===== src/rtl/vdp_raster_timing.sv =====
// Raster timing generator for the video display processor.
// Produces pixel/line counters plus sync, blanking and event pulses.
// Every output is a register loaded from the next counter values, so the
// level outputs always describe the raster_x/raster_y shown in the same cycle.
module vdp_raster_timing #(
  parameter int   H_ACTIVE  = 848,
  parameter int   H_FP      = 16,
  parameter int   H_SYNC    = 112,
  parameter int   H_BP      = 112,
  parameter int   V_ACTIVE  = 480,
  parameter int   V_FP      = 6,
  parameter int   V_SYNC    = 8,
  parameter int   V_BP      = 23,
  parameter logic HSYNC_POL = 1'b1,
  parameter logic VSYNC_POL = 1'b1
) (
  input  logic        clk,
  input  logic        reset,
  input  logic        pixel_en,
  input  logic [9:0]  irq_line,
  input  logic        irq_enable,
  output logic [10:0] raster_x,
  output logic [9:0]  raster_y,
  output logic        hsync,
  output logic        vsync,
  output logic        hblank,
  output logic        vblank,
  output logic        active_display,
  output logic        line_start,
  output logic        frame_start,
  output logic        line_irq
);

  localparam int H_TOTAL = H_ACTIVE + H_FP + H_SYNC + H_BP;
  localparam int V_TOTAL = V_ACTIVE + V_FP + V_SYNC + V_BP;

  // Horizontal region boundaries (first column of each region).
  localparam logic [10:0] H_LAST       = 11'(H_TOTAL - 1);
  localparam logic [10:0] H_FP_START   = 11'(H_ACTIVE);
  localparam logic [10:0] H_SYNC_START = 11'(H_ACTIVE + H_FP);
  localparam logic [10:0] H_BP_START   = 11'(H_ACTIVE + H_FP + H_SYNC);

  // Vertical boundaries; V_SYNC_END is the first line after sync.
  localparam logic [9:0]  V_LAST       = 10'(V_TOTAL - 1);
  localparam logic [9:0]  V_ACT_END    = 10'(V_ACTIVE);
  localparam logic [9:0]  V_SYNC_START = 10'(V_ACTIVE + V_FP);
  localparam logic [9:0]  V_SYNC_END   = 10'(V_ACTIVE + V_FP + V_SYNC);

  // Horizontal region FSM encoding.
  localparam logic [1:0] S_ACTIVE = 2'd0;
  localparam logic [1:0] S_FRONT  = 2'd1;
  localparam logic [1:0] S_SYNC   = 2'd2;
  localparam logic [1:0] S_BACK   = 2'd3;

  logic [1:0]  h_state;
  logic [1:0]  next_h_state;
  logic [10:0] next_x;
  logic [9:0]  next_y;
  logic        x_wrap;
  logic        y_wrap;

  // Next raster position and horizontal region after one enabled pixel.
  always_comb begin
    // NOTE: every combinational output gets a default first so no path
    // leaves it unassigned, which would infer a latch.
    next_h_state = h_state;
    x_wrap       = (raster_x == H_LAST);
    y_wrap       = x_wrap && (raster_y == V_LAST);
    next_x       = x_wrap ? 11'd0 : raster_x + 11'd1;
    next_y       = raster_y;
    if (x_wrap) begin
      next_y = y_wrap ? 10'd0 : raster_y + 10'd1;
    end
    case (h_state)
      S_ACTIVE: if (next_x == H_FP_START)   next_h_state = S_FRONT;
      S_FRONT:  if (next_x == H_SYNC_START) next_h_state = S_SYNC;
      S_SYNC:   if (next_x == H_BP_START)   next_h_state = S_BACK;
      S_BACK:   if (next_x == 11'd0)        next_h_state = S_ACTIVE;
      default:                              next_h_state = S_BACK;
    endcase
  end

  // Counters, FSM and all registered outputs; pulses clear on idle cycles.
  always_ff @(posedge clk) begin
    // NOTE: sequential state uses non-blocking assignments so every
    // register samples the pre-edge values regardless of statement order.
    if (reset) begin
      raster_x       <= H_LAST;
      raster_y       <= V_LAST;
      h_state        <= S_BACK;
      hsync          <= ~HSYNC_POL;
      vsync          <= ~VSYNC_POL;
      hblank         <= 1'b1;
      vblank         <= 1'b1;
      active_display <= 1'b0;
      line_start     <= 1'b0;
      frame_start    <= 1'b0;
      line_irq       <= 1'b0;
    end else begin
      line_start  <= 1'b0;
      frame_start <= 1'b0;
      line_irq    <= 1'b0;
      if (pixel_en) begin
        raster_x       <= next_x;
        raster_y       <= next_y;
        h_state        <= next_h_state;
        hblank         <= (next_h_state != S_ACTIVE);
        hsync          <= (next_h_state == S_SYNC) ? HSYNC_POL : ~HSYNC_POL;
        // next_y only differs from raster_y on a line wrap, so vsync and
        // vblank can only move when raster_x goes to 0.
        vblank         <= (next_y >= V_ACT_END);
        vsync          <= (next_y >= V_SYNC_START && next_y < V_SYNC_END) ?
                          VSYNC_POL : ~VSYNC_POL;
        active_display <= (next_h_state == S_ACTIVE) && (next_y < V_ACT_END);
        line_start     <= x_wrap;
        frame_start    <= y_wrap;
        // raster_y never reaches V_TOTAL, so an out-of-range irq_line
        // simply never matches.
        line_irq       <= irq_enable && (next_x == H_FP_START) &&
                          (raster_y == irq_line);
      end
    end
  end

endmodule

===== config.mk =====
export PLATFORM = sky130hd
export DESIGN_NAME = vdp_raster_timing
export DESIGN_NICKNAME = d
export VERILOG_FILES = /design/src/rtl/vdp_raster_timing.sv
export SDC_FILE = /design/constraint.sdc
export NUM_CORES = 1
export LEC_CHECK = 0
export BUFFER_PORTS_ARGS = -buffer_cell sky130_fd_sc_hd__buf_4
export CAP_MARGIN = 20
export CELL_PAD_IN_SITES_DETAIL_PLACEMENT = 1
export CELL_PAD_IN_SITES_GLOBAL_PLACEMENT = 2
export CORE_MARGIN = 4
export CORE_UTILIZATION = 35
export CTS_BUF_LIST = sky130_fd_sc_hd__clkbuf_8
export DETAILED_ROUTE_END_ITERATION = 6
export GPL_ROUTABILITY_DRIVEN = 0
export HOLD_SLACK_MARGIN = 0.1
export PLACE_DENSITY_LB_ADDON = 0.3
export SKIP_CTS_REPAIR_TIMING = 1
export SLEW_MARGIN = 20
export SYNTH_ARGS = -nofsm -noshare
export SYNTH_HDL_FRONTEND = slang
export SYNTH_SLANG_ARGS = --single-unit

===== constraint.sdc =====
create_clock -name clk -period 5 [get_ports clk]
set_input_delay 1.5 -clock clk [delete_from_list [all_inputs] [get_ports clk]]
set_output_delay 1.5 -clock clk [all_outputs]
set_load 0.005 [all_outputs]

==> results.md, run 1 <==
- The clock passes through at most 2 buffers.
- The die outline area is 0.00738 mm2.
- The worst hold path class is flip-flop to flip-flop.
- The final critical-path setup slack is 1990 ps.
- After detailed routing, the number of remaining DRC violations is 0.
- The via-per-instance ratio is 5.65.
- From left edge to right edge, the die measures 85.9 um.
- The first global-routing pass estimated 10,900 um of wire.
- The count of final hold-check violations is 0.
- For flop-to-flop paths, the worst setup slack is 1990 ps.
- The final layout contains 314 nets.
- The number of buffers inserted by port buffering is 42.
- After routing, the total negative slack on setup checks comes to 0 ps.
- The path with the worst hold slack has its endpoint at vsync.
- The delay of the slowest cell on the worst path is 500 ps.
- The final HPWL from detailed placement is 4690 um.
- The initial antenna violation count came to 0.
- For this run, the total global-route usage over all layers was measured as 0.183.
- The chip height is 85.9 um.
- The highest attainable clock frequency is 0.332 GHz.
- The critical path data arrival time is 3200 ps.
- The number of maximum-capacitance constraint violations is 0.
- The headroom to the max-slew limit is 0.541.
- The synthesized instance count is 270.
- The number of different library cells in the post-synthesis netlist is 56.
- The starting density of the core is 0.359.
- The number of global-route vias before repair is 2,158.
- The worst hold path passes through 2 cells.
- The critical register-to-register path startpoint is raster_x[0].
- The detailed router finished its first iteration with 121 violations.
- STA puts the critical path data required time at 5190 ps.
- The worst-case hold slack is 470 ps.
- Counting flops with a built-in enable in the synthesized netlist gives 0.
- The worst-case IR drop observed on VDD is 0.112 mV.
- The mean routed wirelength per cell is 17.1 um.
- The vias after detailed routing is 2,102.
- The clock insertion delay at the later pin of the skew report is 280 ps.
- At the pin with the least slew margin, the transition time is 680 ps.
- The kind of start point of the critical path is a flip-flop.
- The share of synthesized area in the top cell type comes to 0.292.
- The share of the core filled with cells in the final layout is 0.424.
- The post-synthesis cell type with the largest combined area is sky130_fd_sc_hd__dfxtp_1.
- The sequential element share of the synthesized area is 0.292.
- Setup repair after global routing left no endpoint under its margin.
- A synthesized cell averages 7.87 um2.
- The worst setup timing slack at the placement stage is 1800 ps.
- The share of synthesized registers carrying an async set or reset is 0.
- The type of the worst setup path is flip-flop to flip-flop.
- The cell leakage power is 0.000930 uW.
- Entering global routing, the biggest net connects 29 pins.
- The total inserted antenna cells is 0.
- The final instance area is 0.00251 mm2.
- The number of inserted filler cells in the final layout is 748.
- The critical path's slowest cell is sky130_fd_sc_hd__dfxtp_1.
- The number of top-level pins is 43.
- The post-route clock period utilization is 0.603.
- In this run, synthesis produced a sequential element count of 31.
- The count of cells along the worst register-to-register path is 7.
- In this run the power density over the cells is 284 mW/mm2.
- The clock-pin slew on the worst setup and hold paths is 70 ps.
- The run finished with clean final reports.
- After synthesis, the cell types taking the most area are sky130_fd_sc_hd__dfxtp_1 29%, sky130_fd_sc_hd__xnor2_1 6.6%, sky130_fd_sc_hd__nor2_1 4.6%, sky130_fd_sc_hd__nand2_1 4.1%, sky130_fd_sc_hd__a21oi_1 3.1%.
- The clock net in this run drives a total of 31 sinks.
- Ranked by instance count, the synthesized netlist is headed by 31 x sky130_fd_sc_hd__dfxtp_1, 26 x sky130_fd_sc_hd__nor2_1, 23 x sky130_fd_sc_hd__nand2_1.
- Traced cell by cell, the critical path runs through ha_1, and2_1, and4_1, o311ai_0, o41ai_1, o221ai_1, o31ai_1.
- The capture instance of the worst register-to-register path is h_state[0].
- The core region is 0.00592 mm2.
- Of the cells placed in the final design, the portion with a size suffix greater than 1 is 0.199.
- In this run the worst setup path begins at raster_x[0].
- The post-synthesis net count is 288.
- Clock tree synthesis selected as its root buffer the cell sky130_fd_sc_hd__clkbuf_8.
- The number of antenna-violating nets in the routed design is 0.
- Together, buffers and inverters on the worst path number 0.
- The total global routing overflow is 0.
- Wires add up to 6360 um.
- The CTS tree is done.
- The critical path capture point type is a flip-flop.
- The cell with the most instances after synthesis is sky130_fd_sc_hd__dfxtp_1.
- The netlist area before placement is 0.00213 mm2.
- The startpoint of the most critical hold path is vsync.
- The TritonCTS buffer count is 5.
- The number of detailed-routing iterations run before antenna repair is 4.
- Setup violations remaining at the end of the flow were counted as 0.
- The clock tree synthesis step divided the H-tree into 2 levels.
- The max-slew violation total from the final report was 0.
- The most instantiated flip-flop cell in the synthesis netlist is sky130_fd_sc_hd__dfxtp_1.
- The yosys synthesis warning count is 0.
- The total cell area at the placement stage is 0.00243 mm2.
- The kind of cell with the highest combined delay along the critical path is compound AO/OA/AOI/OAI gates.
- The maximum fanout along the worst path is 13.
- For the final database, setup skew stands at 5.11 ps.
- After layout, the minimum clock period comes to 3010 ps.
- Relative to the synthesized area, the layout overhead comes to 18.0%.
- The site row count is 28.
-- metal layers --
metal	wire length, um	up-vias	GRT usage
li1	-	1047	-
met1	2980	1012	0.237
met2	3100	34	0.309
met3	190	9	0.0327
met4	94	0	0.0547
met5	0	-	0
-- layout by cell type (no fill, tap or decap), drive strengths merged, types with 8 or more instances in the layout --
cell | synthesis | layout
a21oi | 13 | 13
nor3 | 13 | 13
o21ai | 13 | 13
nand4 | 9 | 9
dfxtp | 31 | 31
inv | 7 | 9
nor4 | 8 | 8
nand3 | 9 | 9
buf | 12 | 42
nor2 | 26 | 26
nand2 | 23 | 23
xnor2 | 16 | 16
-- worst max-delay path by stage --
| stage | to | slack [ps] | cells past startpoint |
|---|---|---|---|
| final | h_state[0] | 1990 | 7 |
| after CTS | h_state[0] | 1920 | 7 |
| after global routing | h_state[0] | 1580 | 7 |
| after floorplan | h_state[1] | 2220 | 5 |
| after global placement | line_irq | 1880 | 6 |
| after detailed placement | line_irq | 1800 | 6 |
-- sequential cells by signal, summed over array words and instances (netlist names) --
name,flops
active_display,1
vblank,1
vsync,1
hblank,1
h_state,2
line_start,1
raster_y,10
hsync,1
frame_start,1
raster_x,11
line_irq,1
-- report_power, final --
| group | switching, uW | total [uW] | internal [uW] |
|---|---|---|---|
| sequential | 35.8 | 298 | 263 |
| clock | 96.0 | 190 | 93.5 |
| combinational | 129 | 225 | 96.7 |
| total | 260 | 713 | 453 |
-- stage by stage --
step / std cells / power [uW]
after global routing: 372 / 764
after floorplan: 270 / 465
after detailed placement: 364 / 530
final: 372 / 713
after CTS: 372 / 724
after global placement: 364 / 529
-- worst min-delay path: cells and delay by family, from the launching register on --
| kind | cells | cell delay [ps] |
|---|---|---|
| flip-flops | 1 | 310 |
| AO/OA/AOI/OAI | 1 | 60 |
| AND/OR/NAND/NOR | 1 | 60 |
-- area by class of cell --
cell class,count,area [um2],area share
well taps,75,93.8,0.0374
repair buffers,42,315,0.126
flip-flops and latches,31,621,0.248
clock inverters,3,12.5,0.00499
multi-input cells,209,1370,0.546
inverters,7,26.3,0.0105
clock buffers,5,68.8,0.0274
-- logic make-up after synthesis --
kind of cell | synth area share
XOR/XNOR | 0.0906
AND/OR/NAND/NOR | 0.305
buffers and inverters | 0.0636
flip-flops | 0.292
AO/OA/AOI/OAI | 0.211
adder cells (fa/ha/maj) | 0.0235
multiplexers | 0.0141
No activity file was read; power rests on OpenSTA's default activity.
==> run 2: changes to the inputs <==
- ABC_AREA: default -> 1
- CORE_UTILIZATION: 35 -> 27
- clock period: 5 -> 2.6 ns (I/O delays scaled with it)
==> results.md, run 2 <==
- The final HPWL from detailed placement was 5650 um (+20%).
- The worst setup path is launched from a flip-flop.
- The final critical path time including I/O delays and setup is 2190 ps (-827 ps).
- The final instance area is 0.00264 mm2 (+5.2%).
- The power density over cell area is 518 mW/mm2 (+82%).
- The number of detailed-routing iterations run before antenna repair is 4 (unchanged).
- The fraction of final layout cells with drive strength greater than 1 is 0.203 (+0.00398).
- The wire length of the first global-routing pass is 12,500 um (+14%).
- The buffer levels on the longest clock path is 2 (unchanged).
- The total cell area at the placement stage is 0.00254 mm2 (+4.6%).
- The number of flip-flops in the largest register is 11 (unchanged).
- The die outline area is 0.00936 mm2 (+27%).
- The critical path's slowest cell is sky130_fd_sc_hd__dfxtp_1.
- The root buffer selected by CTS is sky130_fd_sc_hd__clkbuf_8.
- The clock insertion delay at the later pin of the skew report came to 280 ps (about the same).
- The chip width is 96.8 um (+13%).
- The area of the core came to 0.00769 mm2 (+30%).
- The critical path capture point type is a flip-flop.
- The highest attainable clock frequency was 0.457 GHz (+38%).
- Sorting the synthesized cells by area gives the leading types as sky130_fd_sc_hd__dfxtp_1 29%, sky130_fd_sc_hd__nand2_1 15%, sky130_fd_sc_hd__nand3_1 8.2%, sky130_fd_sc_hd__nor2_1 6.4%, sky130_fd_sc_hd__inv_1 6.0%.
- The overall routed net length is 7380 um (+16%).
- The global-route total usage across every layer is 0.161 (-0.0219).
- The number of inserted filler cells in the final layout came to 1,014 (+36%).
- The number of antenna-violating nets in the routed design was 0 (unchanged).
- The delay of the slowest cell on the worst path is 420 ps (-80 ps).
- The final sum of negative setup slack was 0 ps (unchanged).
- The total global routing overflow is 0 (unchanged).
- Setup repair after global routing left no endpoint under its margin.
- The required time reported for the critical path endpoint is 2810 ps (-2380 ps).
- The net count reported at finish was 397 (+26%).
- The maximum clock skew at final layout is 7.75 ps (+2.63 ps).
- The number of buffers inserted by port buffering is 42 (unchanged).
- The post-synthesis net count is 356 (+24%).
- The number of global-route vias before repair was 2,397 (+11%).
- The signal on the critical path passes through ha_1, nand2_2, nor2_4, nand3b_2, clkinv_2, nand4_1, nand2_2, nor2_4, a21oi_1, nand3_1, a21oi_1.
- The worst hold path class is flip-flop to flip-flop.
- Among all cell types in the netlist, the one instantiated most often is sky130_fd_sc_hd__nand2_1.
- The number of maximum-capacitance constraint violations is 0 (unchanged).
- The max-slew violation total from the final report is 0 (unchanged).
- The number of H-tree branching levels came to 2 (unchanged).
- The chip height is 96.8 um (+13%).
- Leaving out fill and tap cells, the most frequent cell in the layout is sky130_fd_sc_hd__nand2_1.
- The worst-margin pin slew was 788 ps (+108 ps).
- The number of different library cells in the post-synthesis netlist is 35 (-38%).
- The worst supply voltage drop on vdd is 0.374 mV (+230%).
- The sequential element share of the synthesized area was 0.292 (about the same).
- The synthesized instance count is 338 (+25%).
- The sequential standard cell area is 621 um2 (unchanged).
- The post-route clock period utilization came to 0.841 (+0.239).
- TritonCTS built the clock tree.
- The number of DRC markers in iteration 0 came to 100 (-17%).
- The starting density of the core is 0.277 (-0.0824).
- The via-per-instance ratio is 4.85 (-14%).
- The synthesized area per cell is 6.29 um2 (-20%).
- The cell leakage power is 0.00125 uW (+35%).
- The DRC violation count after routing came to 0 (unchanged).
- The flip-flop and latch count after synthesis is 31 (unchanged).
- For this run, the leading register cell type out of synthesis is sky130_fd_sc_hd__dfxtp_1.
- The area share of the largest cell type after synthesis is 0.292 (about the same).
- The total clock sinks is 31 (unchanged).
- The headroom to the max-slew limit is 0.474 (-0.0668).
- The largest registers in the layout are raster_x: 11 flops, raster_y: 10 flops, h_state: 2 flops.
- The post-synthesis cell type with the largest combined area is sky130_fd_sc_hd__dfxtp_1.
- The pin count of the biggest net entering global routing is 33 (+14%).
- By count the netlist is led by 86 x sky130_fd_sc_hd__nand2_1, 36 x sky130_fd_sc_hd__nor2_1, 35 x sky130_fd_sc_hd__nand3_1.
- The number of synthesized flops with an enable pin is 0 (unchanged).
- The netlist area before placement is 0.00213 mm2 (about the same).
- The type of the worst setup path is flip-flop to flip-flop.
- The top cell types in the final layout, fill and taps aside, are 86 x sky130_fd_sc_hd__nand2_1, 43 x sky130_fd_sc_hd__buf_4, 36 x sky130_fd_sc_hd__nor2_1.
- The maximum fanout along the worst path is 8 (-5).
- The yosys synthesis warning count is 0 (unchanged).
- The initial antenna violation count is 0 (unchanged).
- The site row count was 32 (+14%).
- The total inserted antenna cells came to 0 (unchanged).
- The area growth from synthesis to layout is 24.0%.
- The critical path data arrival time is 2400 ps (-800 ps).
- The run finished with clean final reports.
- The setup-violating endpoint count in the final report is 0 (unchanged).
- The register bank with the most flops is raster_x.
- The clock-pin slew on the worst setup and hold paths is 70 ps (about the same).
- The share of synthesized registers carrying an async set or reset is 0 (unchanged).
- The vias after detailed routing came to 2,337 (+11%).
- The multi-input logic area was 0.00133 mm2 (-3.2%).
- The TritonCTS buffer count came to 5 (unchanged).
- The count of final hold-check violations came to 0 (unchanged).
- The number of top-level pins is 43 (unchanged).
- The mean routed wirelength per cell was 15.3 um (-10%).
## run 2: layout make-up
class,count,share of cell area
clock inverters,1,0.00142
flip-flops and latches,31,0.235
well taps,102,0.0484
inverters,37,0.0531
multi-input cells,261,0.503
repair buffers,43,0.122
clock buffers,7,0.0365
## run 2: worst max-delay path: cells and delay by family (launching register included)
| family | cells | cell delay (ps) |
|---|---|---|
| AOI/OAI and AO/OA | 2 | 340 |
| adders and majority gates | 1 | 250 |
| buffers and inverters | 1 | 160 |
| DFF | 1 | 420 |
| and+or+nand+nor | 7 | 930 |
## run 2: final timing paths
| path | startpoint | to | slack, ps | cells after the start |
|---|---|---|---|---|
| hold / removal | active_display | active_display | 470 | 2 |
| setup reg to reg | raster_x[1] | active_display | 410 | 11 |
| setup / recovery | raster_x[1] | active_display | 410 | 11 |
| hold reg to reg | active_display | active_display | 470 | 2 |
## run 2: logic make-up after synthesis
kind of cell,Yosys count,share of synthesized area
and+or+nand+nor,195,0.425
AOI/OAI and AO/OA,55,0.146
buffers and inverters,46,0.0847
DFF,31,0.292
xor gates and xnor gates,7,0.0288
adders and majority gates,4,0.0235
## run 2: stage by stage
| step | util | worst slack (ps) | power, uW | hold slack (ps) | std cells |
|---|---|---|---|---|---|
| final | 0.343 | 412 | 1370 | 469 | 482 |
| after global routing | 0.343 | 3.13 | 1470 | 503 | 482 |
| after CTS | 0.343 | 394 | 1390 | 475 | 482 |
| after detailed placement | 0.330 | 420 | 957 | 463 | 474 |
| after global placement | 0.330 | 455 | 953 | 458 | 474 |
| after floorplan | - | 780 | 806 | 462 | 338 |
## run 2: report_power, final
group / total (uW) / switching, uW / internal, uW
Clock: 422 / 184 / 238
Sequential: 566 / 58.9 / 507
Combinational: 378 / 235 / 143
Total: 1370 / 477 / 888
## run 2: per-layer routing
metal / GRT usage / wire, um / up-vias
li1: - / - / 1195
met1: 0.228 / 3670 / 1100
met2: 0.262 / 3440 / 36
met3: 0.0332 / 222 / 6
met4: 0.0194 / 52 / 0
met5: 0 / 0 / -
==> run 3: changes to the inputs <==
- clock period: 2.6 -> 1.9 ns (I/O delays scaled with it)
==> results.md, run 3 (synthesis gave the netlist of run 2 again) <==
- The chip height is 96.8 um (unchanged).
- The fraction of final layout cells with drive strength greater than 1 is 0.401 (+0.198).
- The number of buffers inserted by port buffering is 42 (unchanged).
- The library cell used most frequently in the layout, excluding fill and tap cells, is sky130_fd_sc_hd__buf_4.
- The starting density of the core is 0.277 (unchanged).
- The area growth from synthesis to layout is 49.6%.
- The pin count of the biggest net entering global routing is 31 (-6.1%).
- The final critical-path setup slack is -33.8 ps (-446 ps).
- The capture instance of the worst register-to-register path is vsync.
- The final reports fail on negative setup slack.
- The tightest min-delay check is of the flip-flop to flip-flop type.
- The final HPWL from detailed placement is 6190 um (+9.7%).
- The number of DRC markers in iteration 0 is 53 (-47%).
- The highest attainable clock frequency came to 0.517 GHz (+13%).
- The TritonCTS buffer count was 5 (unchanged).
- The chip width is 96.8 um (unchanged).
- The final sum of negative setup slack came to -33.8 ps (-33.8 ps).
- The post-route clock period utilization is 1.02 (+0.176).
- The total clock sinks is 31 (unchanged).
- The number of top-level pins is 43 (unchanged).
- The max-slew violation total from the final report is 0 (unchanged).
- The via-per-instance ratio is 4.87 (+0.37%).
- The maximum fanout along the worst path was 6 (-2).
- The type of the worst setup path is flip-flop to flip-flop.
- The clock-pin slew on the worst setup and hold paths is 70 ps (about the same).
- The number of H-tree branching levels is 2 (unchanged).
- The total inserted antenna cells was 0 (unchanged).
- The initial antenna violation count is 0 (unchanged).
- The setup-violating endpoint count in the final report is 1 (+1).
- The site row count is 32 (unchanged).
- The worst-margin pin slew came to 333 ps (-455 ps).
- In the layout the commonest cells are 93 x sky130_fd_sc_hd__buf_4, 75 x sky130_fd_sc_hd__nand2_1, 34 x sky130_fd_sc_hd__inv_1.
- The required time reported for the critical path endpoint came to 2120 ps (-690 ps).
- The worst-case hold slack was 476 ps (+6.78 ps).
- The DRC violation count after routing is 0 (unchanged).
- The wire length of the first global-routing pass was 12,900 um (+3.5%).
- The share of the core filled with cells in the final layout was 0.414 (+0.0710).
- The power density over cell area is 644 mW/mm2 (+24%).
- TritonCTS built the clock tree.
- The largest registers in the layout are raster_x: 11 flops, raster_y: 10 flops, h_state: 2 flops.
- The register bank with the most flops is raster_x.
- In this run the worst setup path begins at raster_x[0].
- The final critical path time including I/O delays and setup is 1930 ps (-254 ps).
- The number of detailed-routing iterations run before antenna repair is 4 (unchanged).
- The overall routed net length came to 7980 um (+8.1%).
- The area of the core is 0.00769 mm2 (unchanged).
- The mean routed wirelength per cell is 15.0 um (-1.9%).
- The global-route total usage across every layer is 0.166 (+0.00459).
- In this run the critical register-to-register path is launched from raster_x[0].
- The count of cells along the worst register-to-register path is 13 (+2).
- The cell leakage power is 0.00152 uW (+21%).
- The number of placed instances, taps included is 520 (+9.7%).
- The clock insertion delay at the later pin of the skew report was 280 ps (about the same).
- The buffer levels on the longest clock path was 2 (unchanged).
- The flow ran to the end, but the final reports show violations.
- The critical path capture point type is a flip-flop.
- The root buffer selected by CTS is sky130_fd_sc_hd__clkbuf_8.
- The number of antenna-violating nets in the routed design came to 0 (unchanged).
- Setup repair after global routing could not meet its margin everywhere.
- The final standard cell count with taps included and fillers excluded is 531 (+10%).
- The number of flip-flops in the largest register came to 11 (unchanged).
- The number of maximum-capacitance constraint violations is 0 (unchanged).
- The number of global-route vias before repair is 2,607 (+8.8%).
- The most critical setup path has its endpoint at vsync.
- The vias after detailed routing is 2,584 (+11%).
- The net count reported at finish was 447 (+13%).
- The headroom to the max-slew limit is 0.772 (+0.298).
- The maximum clock skew at final layout came to 2.82 ps (-4.93 ps).
- The total global routing overflow is 0 (unchanged).
- The number of inserted filler cells in the final layout came to 1,033 (+1.9%).
- The number of stages on the worst hold path is 2 (unchanged).
- The kind of start point of the critical path is a flip-flop.
- The count of final hold-check violations was 0 (unchanged).
- The worst-case register-to-register setup slack is -30 ps (-450 ps).
- The critical path data arrival time is 2160 ps (-240 ps).
- The worst supply voltage drop on vdd was 0.273 mV (-27%).
- The die outline area came to 0.00936 mm2 (unchanged).
[run 3: cell count changes in the layout (fill, tap and decap cells not counted), moves of 4 or more]
cell,previous run,this run
sky130_fd_sc_hd__buf_4,43,93
sky130_fd_sc_hd__dfxtp_1,31,18
sky130_fd_sc_hd__nand2_1,86,75
sky130_fd_sc_hd__dfxtp_2,0,9
sky130_fd_sc_hd__nand2_2,7,16
sky130_fd_sc_hd__nand3_1,35,27
sky130_fd_sc_hd__nand3_2,3,11
sky130_fd_sc_hd__nor2_1,36,28
sky130_fd_sc_hd__dfxtp_4,0,4
sky130_fd_sc_hd__nor2_2,5,9
sky130_fd_sc_hd__nor2_4,3,7
[run 3: cell type report]
cell class	count	area, um2	area share
clock buffer	6	82.6	0.0259
clock inverter	1	5.00	0.00157
inverter	37	144	0.0452
multi-input combinational	261	1480	0.465
sequential	31	647	0.203
tap	102	128	0.0401
timing repair buffer	93	698	0.219
[run 3: stage by stage]
stage                     total power (uW)  area [um2]  setup slack [ps]
after floorplan                       1100        2130              80.4
after global placement                1420        2880              -188
after detailed placement              1430        2880              -213
after CTS                             1980        2970              -223
after global routing                  2180        3180              -177
final                                 2050        3180             -33.8
[run 3: worst min path at each step]
stage	from	to	slack, ps
after global routing	hsync	hsync	510
after CTS	hsync	hsync	480
after global placement	vsync	vsync	460
final	active_display	active_display	480
after detailed placement	vsync	vsync	470
after floorplan	active_display	active_display	460
[run 3: critical path, stage by stage, from the launching register on]
cell	delay (ps)
sky130_fd_sc_hd__dfxtp_4	370
sky130_fd_sc_hd__ha_4	150
sky130_fd_sc_hd__nand2_4	70
sky130_fd_sc_hd__nor2_4	190
sky130_fd_sc_hd__nand3b_4	170
sky130_fd_sc_hd__nand2_2	100
sky130_fd_sc_hd__nand2_1	70
sky130_fd_sc_hd__nor2_2	130
sky130_fd_sc_hd__nand2_2	80
sky130_fd_sc_hd__nor2_4	180
sky130_fd_sc_hd__nand3b_1	100
sky130_fd_sc_hd__nand2_1	80
sky130_fd_sc_hd__nand3_2	70
sky130_fd_sc_hd__a21oi_2	110
[run 3: report_power, final]
part | leakage (uW) | switching (uW) | internal, uW
sequential | 0.000257 | 63.4 | 698
clock | 0.0000470 | 268 | 285
combinational | 0.00121 | 410 | 326
total | 0.00152 | 741 | 1310
[run 3: layer usage]
metal,wire [um],track usage,up-vias,share of wire
met1,3880,0.234,1246,0.49
met4,52,0.0324,0,0.0065
met3,255,0.0296,5,0.032
met5,0,0,-,0
li1,-,-,1293,-
met2,3790,0.267,40,0.48
